`src/rtl/uart_rx_cmd_decoder.sv`:
```
// Assembles UART byte streams into register-file and ALU command frames.
// Complete frames commit outputs and pulse one strobe; bad bytes abort the frame and pulse cmd_err.
module uart_rx_cmd_decoder #(
    parameter int ADDR_W = 4,
    parameter int FUN_W  = 4
) (
    input  logic              clk,
    input  logic              rst,
    input  logic [7:0]        rx_data,
    input  logic              rx_valid,
    input  logic              rx_err,
    output logic              rf_wr_en,
    output logic              rf_rd_en,
    output logic [ADDR_W-1:0] rf_addr,
    output logic [7:0]        rf_wdata,
    output logic              alu_en,
    output logic [FUN_W-1:0]  alu_fun,
    output logic [7:0]        op_a,
    output logic [7:0]        op_b,
    output logic              busy,
    output logic              cmd_err
);

    localparam logic [7:0] OPC_WR     = 8'hAA;
    localparam logic [7:0] OPC_RD     = 8'hBB;
    localparam logic [7:0] OPC_ALU    = 8'hCC;
    localparam logic [7:0] OPC_ALU_NO = 8'hDD;

    typedef enum logic [2:0] {
        IDLE,
        WR_ADDR,
        WR_DATA,
        RD_ADDR,
        ALU_A,
        ALU_B,
        ALU_FUN
    } state_t;

    state_t state;
    state_t state_next;

    // Shadow registers hold partial-frame bytes until the frame completes.
    logic [ADDR_W-1:0] addr_sh;
    logic [7:0]        a_sh;
    logic [7:0]        b_sh;
    logic              with_ops;

    logic byte_ok;
    logic byte_bad;
    logic do_wr;
    logic do_rd;
    logic do_alu;
    logic do_err;
    logic ld_addr;
    logic ld_a;
    logic ld_b;
    logic set_ops;
    logic ops_val;
    logic clr_sh;

    assign byte_ok  = rx_valid & ~rx_err;
    assign byte_bad = rx_valid & rx_err;

    always_ff @(posedge clk) begin
        if (rst) begin
            state <= IDLE;
        end else begin
            state <= state_next;
        end
    end

    always_comb begin
        state_next = state;
        do_wr      = 1'b0;
        do_rd      = 1'b0;
        do_alu     = 1'b0;
        do_err     = 1'b0;
        ld_addr    = 1'b0;
        ld_a       = 1'b0;
        ld_b       = 1'b0;
        set_ops    = 1'b0;
        ops_val    = 1'b0;
        clr_sh     = 1'b0;
        if (byte_bad) begin
            state_next = IDLE;
            do_err     = 1'b1;
            clr_sh     = 1'b1;
        end else if (byte_ok) begin
            case (state)
                IDLE: begin
                    case (rx_data)
                        OPC_WR:  state_next = WR_ADDR;
                        OPC_RD:  state_next = RD_ADDR;
                        OPC_ALU: begin
                            state_next = ALU_A;
                            set_ops    = 1'b1;
                            ops_val    = 1'b1;
                        end
                        OPC_ALU_NO: begin
                            state_next = ALU_FUN;
                            set_ops    = 1'b1;
                            ops_val    = 1'b0;
                        end
                        default: do_err = 1'b1;
                    endcase
                end
                WR_ADDR: begin
                    ld_addr    = 1'b1;
                    state_next = WR_DATA;
                end
                WR_DATA: begin
                    do_wr      = 1'b1;
                    clr_sh     = 1'b1;
                    state_next = IDLE;
                end
                RD_ADDR: begin
                    do_rd      = 1'b1;
                    clr_sh     = 1'b1;
                    state_next = IDLE;
                end
                ALU_A: begin
                    ld_a       = 1'b1;
                    state_next = ALU_B;
                end
                ALU_B: begin
                    ld_b       = 1'b1;
                    state_next = ALU_FUN;
                end
                ALU_FUN: begin
                    do_alu     = 1'b1;
                    clr_sh     = 1'b1;
                    state_next = IDLE;
                end
                default: state_next = IDLE;
            endcase
        end
    end

    always_ff @(posedge clk) begin
        if (rst) begin
            addr_sh  <= '0;
            a_sh     <= '0;
            b_sh     <= '0;
            with_ops <= 1'b0;
        end else if (clr_sh) begin
            addr_sh  <= '0;
            a_sh     <= '0;
            b_sh     <= '0;
            with_ops <= 1'b0;
        end else begin
            if (ld_addr) addr_sh  <= rx_data[ADDR_W-1:0];
            if (ld_a)    a_sh     <= rx_data;
            if (ld_b)    b_sh     <= rx_data;
            if (set_ops) with_ops <= ops_val;
        end
    end

    always_ff @(posedge clk) begin
        if (rst) begin
            rf_wr_en <= 1'b0;
            rf_rd_en <= 1'b0;
            alu_en   <= 1'b0;
            cmd_err  <= 1'b0;
        end else begin
            rf_wr_en <= do_wr;
            rf_rd_en <= do_rd;
            alu_en   <= do_alu;
            cmd_err  <= do_err;
        end
    end

    // Held outputs change only when a frame completes; aborts leave them untouched.
    always_ff @(posedge clk) begin
        if (rst) begin
            rf_addr  <= '0;
            rf_wdata <= '0;
            alu_fun  <= '0;
            op_a     <= '0;
            op_b     <= '0;
        end else begin
            if (do_wr) begin
                rf_addr  <= addr_sh;
                rf_wdata <= rx_data;
            end
            if (do_rd) begin
                rf_addr <= rx_data[ADDR_W-1:0];
            end
            if (do_alu) begin
                alu_fun <= rx_data[FUN_W-1:0];
                if (with_ops) begin
                    op_a <= a_sh;
                    op_b <= b_sh;
                end
            end
        end
    end

    assign busy = (state != IDLE);

endmodule

```
`config.mk`:
```
export PLATFORM = sky130hd
export DESIGN_NAME = uart_rx_cmd_decoder
export DESIGN_NICKNAME = d
export VERILOG_FILES = /design/src/rtl/uart_rx_cmd_decoder.sv
export SDC_FILE = /design/constraint.sdc
export NUM_CORES = 1
export LEC_CHECK = 0
export ABC_AREA = 1
export CORE_MARGIN = 3
export CORE_UTILIZATION = 35
export DETAILED_ROUTE_END_ITERATION = 12
export PLACE_DENSITY = 0.59
export SLEW_MARGIN = 20
export SYNTH_ARGS = -nofsm -noshare
export SYNTH_HDL_FRONTEND = slang
export SYNTH_SLANG_ARGS = --single-unit
```
`constraint.sdc`:
```
create_clock -name clk -period 2.9 [get_ports clk]
set_input_delay 0.29 -clock clk [delete_from_list [all_inputs] [get_ports clk]]
set_output_delay 0.29 -clock clk [all_outputs]
set_load 0.01 [all_outputs]
```
==> flow_summary.json, run 1 <==
{
  "slew_headroom_pct": 51.3,
  "yosysWarnings": 0,
  "start_util_pct": 36.9,
  "rsz0062_at_grt": "false",
  "final.period_utilization_pct": 66.6,
  "fmax_ghz": 0.518,
  "post-place-ws_ns": 0.743,
  "yosysUniqueCellTypes": 22,
  "core-area_um2": 6490,
  "rr_worst_depth": 7,
  "cts_max_path_buffers": 2,
  "synth_common_cells": "71 x nand2_1, 60 x dfxtp_1, 52 x inv_1",
  "num_vias": 2128,
  "grt_max_degree": 33,
  "yosysTopAreaCellShare_pct": 50.1,
  "leakage_uw": 0.00142,
  "grt_pass1_wl_um": 9760,
  "cts_tree": "built",
  "synth_seq_cells": 60,
  "holdCritPathClass": "flop to flop",
  "area_delta_synth_final_pct": 30.4,
  "drive_gt1_share_pct": 7.49,
  "nNetsFinal": 394,
  "setup_ws_ns": 0.968,
  "outcome": "finished clean",
  "cp.required_ns": 2.61,
  "critical_path_class": "flop to output pin",
  "startpoint_type": "flop",
  "grtUsageTotal_pct": 16.4,
  "synthesis.area_um2": 2400,
  "wl_per_cell_um": 12.4,
  "row_count": 29,
  "crit_fanout": 5,
  "syn_nets": 342,
  "synth_flop_cell": "dfxtp_1",
  "arrival_ns": 1.64,
  "slew_viol_final": 0,
  "endpoint_kind": "output pin",
  "whs_path_depth": 2,
  "syn_inst": 330,
  "gp_congestion": 0.840,
  "ir_drop_mv": 0.328,
  "rr_startpoint": "state[1]",
  "avgSynthCellArea_um2": 7.26,
  "synth_area_leaders": "dfxtp_1 50%, nand2_1 11%, o21ai_0 9.8%",
  "n_antenna_cell": 0,
  "ys_async_sr_fraction_pct": 0,
  "clkTransAtPathRegs_ns": 0.08,
  "reg2reg_to": "op_b[0]",
  "viasPerCell": 4.59,
  "tns_ns": 0,
  "r2r_slack_ns": 1.23,
  "grt_pass1_vias": 2040,
  "powerDensity_nw_per_um2": 499,
  "cts_made_buffers": 9,
  "die_x_um": 88.8,
  "post_cts_buffers": 0,
  "firstDrtPassIters": 4,
  "insertion_delay_ns": 0.35,
  "drt_wl_total_um": 5740,
  "clock-root-buffer": "clkbuf_8",
  "drv_cap": 0,
  "startpoint": "state[0]",
  "fin_worst_skew_ns": 0.0153,
  "drt-initial-drc-count": 77,
  "cts_sinks": 60,
  "setup_viol": 0,
  "synth_edf_count": 0,
  "antenna_found_initial": 0,
  "worst_pin_slew_ns": 0.725,
  "io_pins": 49,
  "route.detailed.drc": 0,
  "hold_buffers": 0,
  "hold_viol_final": 0,
  "synth_area_leader_cell": "dfxtp_1",
  "seq_area_frac_synth_pct": 50.1,
  "port_buffers": 48,
  "worstSetupEndpoint": "busy",
  "grt-ovfl-total": 0,
  "cts.repair.resized": 0,
  "ant_nets": 0,
  "cts-htree-levels": 3,
  "synth_most_common_cell": "nand2_1",
  "dp_hpwl_um": 4140,
  "die-area_um2": 7880,
  "min_period_ns": 1.93,
  "die_h_um": 88.8
}
state kept, by name (all words and copies together) (netlist names):
register and cells:
alu_en 1, rf_wdata 8, addr_sh 4, cmd_err 1, op_a 8, rf_rd_en 1
rf_addr 4, with_ops 1, rf_wr_en 1, b_sh 8, state 3, op_b 8
a_sh 8, alu_fun 4
stage by stage:
step	power (uW)	utilization, %	std cells	instance area, um^2	hold WS [ns]
2_1_floorplan	876	-	330	2400	0.359
3_3_place_gp	913	45.4	448	2950	0.444
3_5_place_dp	913	45.4	448	2950	0.446
4_1_cts	1580	48.1	464	3130	0.452
5_1_grt	1620	48.1	464	3130	0.480
6_report	1560	48.1	464	3130	0.443
worst max-delay path, cell delays in order (launching register included):
cell and delay, ns:
dfxtp_1 0.31, inv_1 0.14, nand2_1 0.13, nor2_1 0.19, inv_1 0.06, clkdlybuf4s50_1 0.48
worst min path at each step:
stage	endpoint	slack, ns	start
finish	op_b[2]	0.44	b_sh[2]
CTS	op_b[2]	0.45	b_sh[2]
global route	op_b[6]	0.48	b_sh[6]
floorplan	cmd_err	0.36	rst
global placement	op_b[0]	0.44	b_sh[0]
detailed placement	op_b[1]	0.45	b_sh[1]
layout make-up:
class / instances / area [um^2]
well taps: 77 / 96.3
multi-input cells: 203 / 935
clock inverters: 6 / 40.0
fillers: 657 / 3370
inverters: 57 / 214
repair buffers: 51 / 503
clock buffers: 10 / 138
flip-flops and latches: 60 / 1200
metal layers:
metal	GRT usage [%]	part of all wire, %
met2	25.0	45
met5	0	0
met4	4.95	1.9
met3	6.33	4.4
met1	21.4	49
logic make-up after synthesis:
logic type             after synthesis  share of synthesized area (%)
buffers and inverters               67                           10.9
and+or+nand+nor                    121                           21.3
DFF                                 60                           50.1
AOI/OAI and AO/OA                   82                           17.7
power breakdown:
group / internal, uW / total [uW] / switching, uW / leakage (uW)
Combinational: 25.1 / 69.6 / 44.5 / 0.000856
Clock: 329 / 666 / 337 / 0.0000803
Sequential: 825 / 825 / 0.251 / 0.000483
Total: 1180 / 1560 / 382 / 0.00142
layout by cell type (no fill, tap or decap):
master / instances
a21oi_1: 27
a31oi_1: 1
buf_4: 3
clkbuf_8: 10
clkdlybuf4s50_1: 48
clkinv_2: 2
clkinvlp_4: 4
dfxtp_1: 60
inv_1: 52
inv_2: 5
nand2_1: 71
nand2_2: 1
nand3_1: 6
nand4_1: 2
nor2_1: 36
nor2_2: 1
nor2_4: 1
nor3_1: 1
nor3_4: 1
nor4_4: 1
o211ai_1: 5
o21ai_0: 47
o21ai_1: 2
Note: power is estimated with default switching activity, not from simulation.
==> run 2, diff against run 1 <==
clock period = 1.8 ns   (was 2.9 ns; I/O delays follow)
==> run 2 against run 1 <==
  * Core utilization rose by 2.8 points
  * Sequential share of layout area decreased by 2.1 points
  * Count of clock-buffer cells in the layout grew 4
  * Largest power group unchanged
  * Clock skew decreased by 0.011 ns
  * Largest cell class unchanged
  * Final area increased by 5.9%
  * Highest routed layer unchanged
==> flow_summary.json, run 2 (synthesized netlist as in run 1, its figures left out) <==
{
  "firstDrtPassIters": 4,
  "ant_nets": 0,
  "start_util_pct": 36.9,
  "grt_pass1_wl_um": 10000,
  "arrival_ns": 1.49,
  "clkTransAtPathRegs_ns": 0.06,
  "final.period_utilization_pct": 93.0,
  "drt-initial-drc-count": 93,
  "cts_max_path_buffers": 2,
  "clock-root-buffer": "clkbuf_8",
  "nNetsFinal": 409,
  "drv_cap": 0,
  "setup_viol": 0,
  "worst_pin_slew_ns": 0.325,
  "fmax_ghz": 0.597,
  "die_x_um": 88.8,
  "final_area_um2": 3310,
  "post_dp_cell_area_um2": 3080,
  "cts_made_buffers": 9,
  "endpoint_kind": "output pin",
  "rsz0062_at_grt": "false",
  "min_period_ns": 1.67,
  "cts_tree": "built",
  "final_cell_mix": "70 x nand2_1, 59 x dfxtp_1, 51 x inv_1",
  "tns_ns": 0,
  "p_sw_uw": 564,
  "n_antenna_cell": 0,
  "cts-htree-levels": 3,
  "port_buffers": 48,
  "io_pins": 49,
  "critical_path_class": "flop to output pin",
  "cts_sinks": 60,
  "route.detailed.drc": 0,
  "fin_worst_skew_ns": 0.00467,
  "grt-ovfl-total": 0,
  "p_int_uw": 2130,
  "hold_viol_final": 0,
  "crit_buf_inv": 3,
  "die_h_um": 88.8,
  "row_count": 29,
  "num_vias": 2224,
  "post-route-util_pct": 51.0,
  "wl_per_cell_um": 12.4,
  "drt_wl_total_um": 5920,
  "die-area_um2": 7880,
  "slew_headroom_pct": 78.2,
  "slew_viol_final": 0,
  "leakage_uw": 0.00153,
  "crit_fanout": 9,
  "viasPerCell": 4.65,
  "grt_max_degree": 33,
  "powerDensity_nw_per_um2": 814,
  "gp_congestion": 0.829,
  "holdCritPathClass": "flop to flop",
  "crit_family": "buffers and inverters",
  "insertion_delay_ns": 0.33,
  "grt_pass1_vias": 2162,
  "layout_commonest_cell": "nand2_1",
  "switching_share_pct": 20.9,
  "comb_power_share_pct": 4.8,
  "crit_path_cell_trace": "inv_4 -> nand2_2 -> nor2_2 -> inv_1 -> clkdlybuf4s50_1",
  "ir_drop_mv": 0.560,
  "slowest_stage": "clkdlybuf4s50_1",
  "dp_hpwl_um": 4160,
  "outcome": "finished clean",
  "cp.required_ns": 1.62,
  "grtUsageTotal_pct": 16.8,
  "area_delta_synth_final_pct": 38.1,
  "core-area_um2": 6490,
  "startpoint_type": "flop",
  "pwr-share-seq_pct": 49.4,
  "slowest_delay_ns": 0.47,
  "drive_gt1_share_pct": 11.2,
  "antenna_found_initial": 0,
  "power_frac_clock_pct": 45.8
}
## run 2: per-stage QoR
stage / cells / setup slack [ns] / power (uW) / hold WS, ns
3_5_place_dp: 460 / -0.222 / 1480 / 0.444
5_1_grt: 478 / 0.0261 / 2800 / 0.475
6_report: 478 / 0.126 / 2690 / 0.449
3_3_place_gp: 460 / -0.134 / 1480 / 0.442
4_1_cts: 476 / 0.000585 / 2720 / 0.452
2_1_floorplan: 330 / 0.486 / 1410 / 0.249
## run 2: power by group through the flow
| stage | clock [uW] | sequential, uW | combinational, uW |
|---|---|---|---|
| floorplan | 0 | 1360 | 51.3 |
| global placement | 0 | 1360 | 126 |
| detailed placement | 0 | 1360 | 126 |
| CTS | 1260 | 1330 | 127 |
| global route | 1320 | 1330 | 143 |
| finish | 1230 | 1330 | 130 |
## run 2: layer usage
layer	track usage (%)	wire length [um]	up-vias
li1	-	-	1171
met1	20.6	2790	988
met2	27.1	2750	50
met3	5.49	237	15
met4	6.87	137	0
met5	0	0	-
## run 2: path summary, 6_finish.rpt
kind                  end      from  slack [ns]  depth (start not counted)
setup / recovery     busy  state[1]        0.13                          5
hold / removal    op_b[0]   b_sh[0]        0.45                          2
setup reg to reg  op_a[5]  state[1]        0.36                          7
hold reg to reg   op_b[0]   b_sh[0]        0.45                          2
## run 2: worst reg2reg max path, cell delays in order (launching register included)
cell and delay (ns):
dfxtp_2 0.36, inv_4 0.07, nor2_1 0.14, nand3_1 0.16, nor2_2 0.22, inv_1 0.18, nor2_1 0.15, nor2_1 0.06
## run 2: cell type report
| class | count | area, um^2 |
|---|---|---|
| Timing Repair Buffer | 66 | 653 |
| Tap cell | 77 | 96.3 |
| Sequential cell | 60 | 1200 |
| Clock buffer | 14 | 173 |
| Inverter | 57 | 216 |
| Fill cell | 646 | 3180 |
| Clock inverter | 1 | 30.0 |
| Multi-Input combinational cell | 203 | 940 |
## run 2: repair_timing
item	CTS	global route
endpoints found under the setup margin	1	5
buffers inserted	1	2
hold buffers	0	0
gates resized for setup	2	3
pin swaps	1	2
==> run 3, diff against run 2 <==
RECOVER_POWER = 25   (was unset)
==> run 3 against run 2 <==
  * Core utilization fell by 0.39 points
  * Register-to-register slack got worse by 0.08 ns
  * Largest cell class unchanged
  * Wire length fell by 0.59%
==> flow_summary.json, run 3 (synthesized netlist as in run 1, its figures left out) <==
{
  "die-area_um2": 7880,
  "tns_ns": 0,
  "slew_viol_final": 0,
  "slew_headroom_pct": 75.7,
  "route.detailed.drc": 0,
  "final.period_utilization_pct": 92.7,
  "dp_hpwl_um": 4160,
  "outcome": "finished clean",
  "grt_pass1_wl_um": 10000,
  "startpoint_type": "flop",
  "post_dp_cell_area_um2": 3080,
  "hold_viol_final": 0,
  "grt-ovfl-total": 0,
  "highest_layer": "met4",
  "die_x_um": 88.8,
  "arrival_ns": 1.49,
  "n_antenna_cell": 0,
  "drive_gt1_share_pct": 10.2,
  "grtUsageTotal_pct": 16.8,
  "layout_commonest_cell": "nand2_1",
  "post-route-util_pct": 50.6,
  "holdCritPathClass": "flop to flop",
  "crit_fanout": 9,
  "row_count": 29,
  "wl_met2_um": 2770,
  "cp.required_ns": 1.62,
  "gp_congestion": 0.829,
  "grt_pass1_vias": 2162,
  "area_delta_synth_final_pct": 37.1,
  "multi_input_area_um2": 937,
  "whs_path_depth": 2,
  "ant_nets": 0,
  "critical_path_class": "flop to output pin",
  "firstDrtPassIters": 5,
  "clkTransAtPathRegs_ns": 0.06,
  "start_util_pct": 36.9,
  "rsz0062_at_grt": "false",
  "worst_pin_slew_ns": 0.365,
  "setup_viol": 0,
  "num_vias": 2222,
  "register_area_um2": 1200,
  "port_buffers": 48,
  "endpoint_kind": "output pin",
  "wl_met1_um": 2790,
  "viasPerCell": 4.65,
  "die_h_um": 88.8,
  "drt_wl_total_um": 5880,
  "fillers": 651,
  "final_area_um2": 3290,
  "cts_max_path_buffers": 2,
  "cts_sinks": 60,
  "cts-htree-levels": 3,
  "ir_drop_mv": 0.560,
  "io_pins": 49,
  "drt-initial-drc-count": 95,
  "whs_ns": 0.449,
  "min_period_ns": 1.67,
  "fmax_ghz": 0.599,
  "core-area_um2": 6490,
  "leakage_uw": 0.00154,
  "hold_buffers": 0,
  "powerDensity_nw_per_um2": 817,
  "insertion_delay_ns": 0.32,
  "rr_worst_depth": 8,
  "drv_cap": 0,
  "fin_worst_skew_ns": 0.00580,
  "routed-wl-met3_um": 237,
  "antenna_found_initial": 0,
  "cts_tree": "built",
  "final_cell_mix": "71 x nand2_1, 59 x dfxtp_1, 52 x inv_1",
  "grt_max_degree": 33,
  "cts_made_buffers": 9,
  "nNetsFinal": 409,
  "clock-root-buffer": "clkbuf_8",
  "wl_per_cell_um": 12.3
}
run 3: cell types whose count changed in the layout (fill, tap and decap cells not counted), sizes merged:
cell           before  now
buf                18   15
clkbuf             14   17
clkdlybuf4s50      48   41
dlygate4sd3         0    7
run 3: worst paths after layout:
check                              start      end  slack, ns
worst min register to register   b_sh[0]  op_b[0]       0.45
worst max-delay path            state[1]     busy       0.13
worst min-delay path             b_sh[0]  op_b[0]       0.45
worst max register to register  state[1]  a_sh[0]       0.28
run 3: cell type report:
cell class / count / area share [%]
Sequential cell: 60 / 36.6
Multi-Input combinational cell: 203 / 28.5
Timing Repair Buffer: 66 / 19.2
Inverter: 57 / 6.59
Clock buffer: 14 / 5.26
Tap cell: 77 / 2.93
Clock inverter: 1 / 0.914
run 3: what timing repair did:
| item | CTS | global route |
|---|---|---|
| setup endpoints to repair | 1 | 5 |
| gates resized for setup | 2 | 3 |
| pin swaps | 1 | 2 |
| setup buffers | 1 | 2 |
run 3: per-stage QoR:
| stage | cells | total power (uW) | worst slack (ns) |
|---|---|---|---|
| after global routing | 478 | 2790 | 0.0261 |
| final | 478 | 2680 | 0.131 |
| after floorplan | 330 | 1410 | 0.486 |
| after CTS | 476 | 2720 | 0.000585 |
| after global placement | 460 | 1480 | -0.134 |
| after detailed placement | 460 | 1480 | -0.222 |
run 3: layer usage:
layer / GRT usage (%) / up-vias
met4: 6.87 / 0
met1: 20.6 / 991
li1: - / 1168
met5: 0 / -
met2: 27.1 / 53
met3: 5.49 / 10
run 3: critical path, stage by stage (launching register included):
cell,delay (ns)
dfxtp_2,0.34
inv_4,0.10
nand2_2,0.09
nor2_2,0.12
inv_1,0.05
clkdlybuf4s50_1,0.47
run 3: power breakdown:
part / switching [uW] / internal [uW]
registers: 0.423 / 1330
logic: 75.5 / 51.5
clock network: 480 / 747
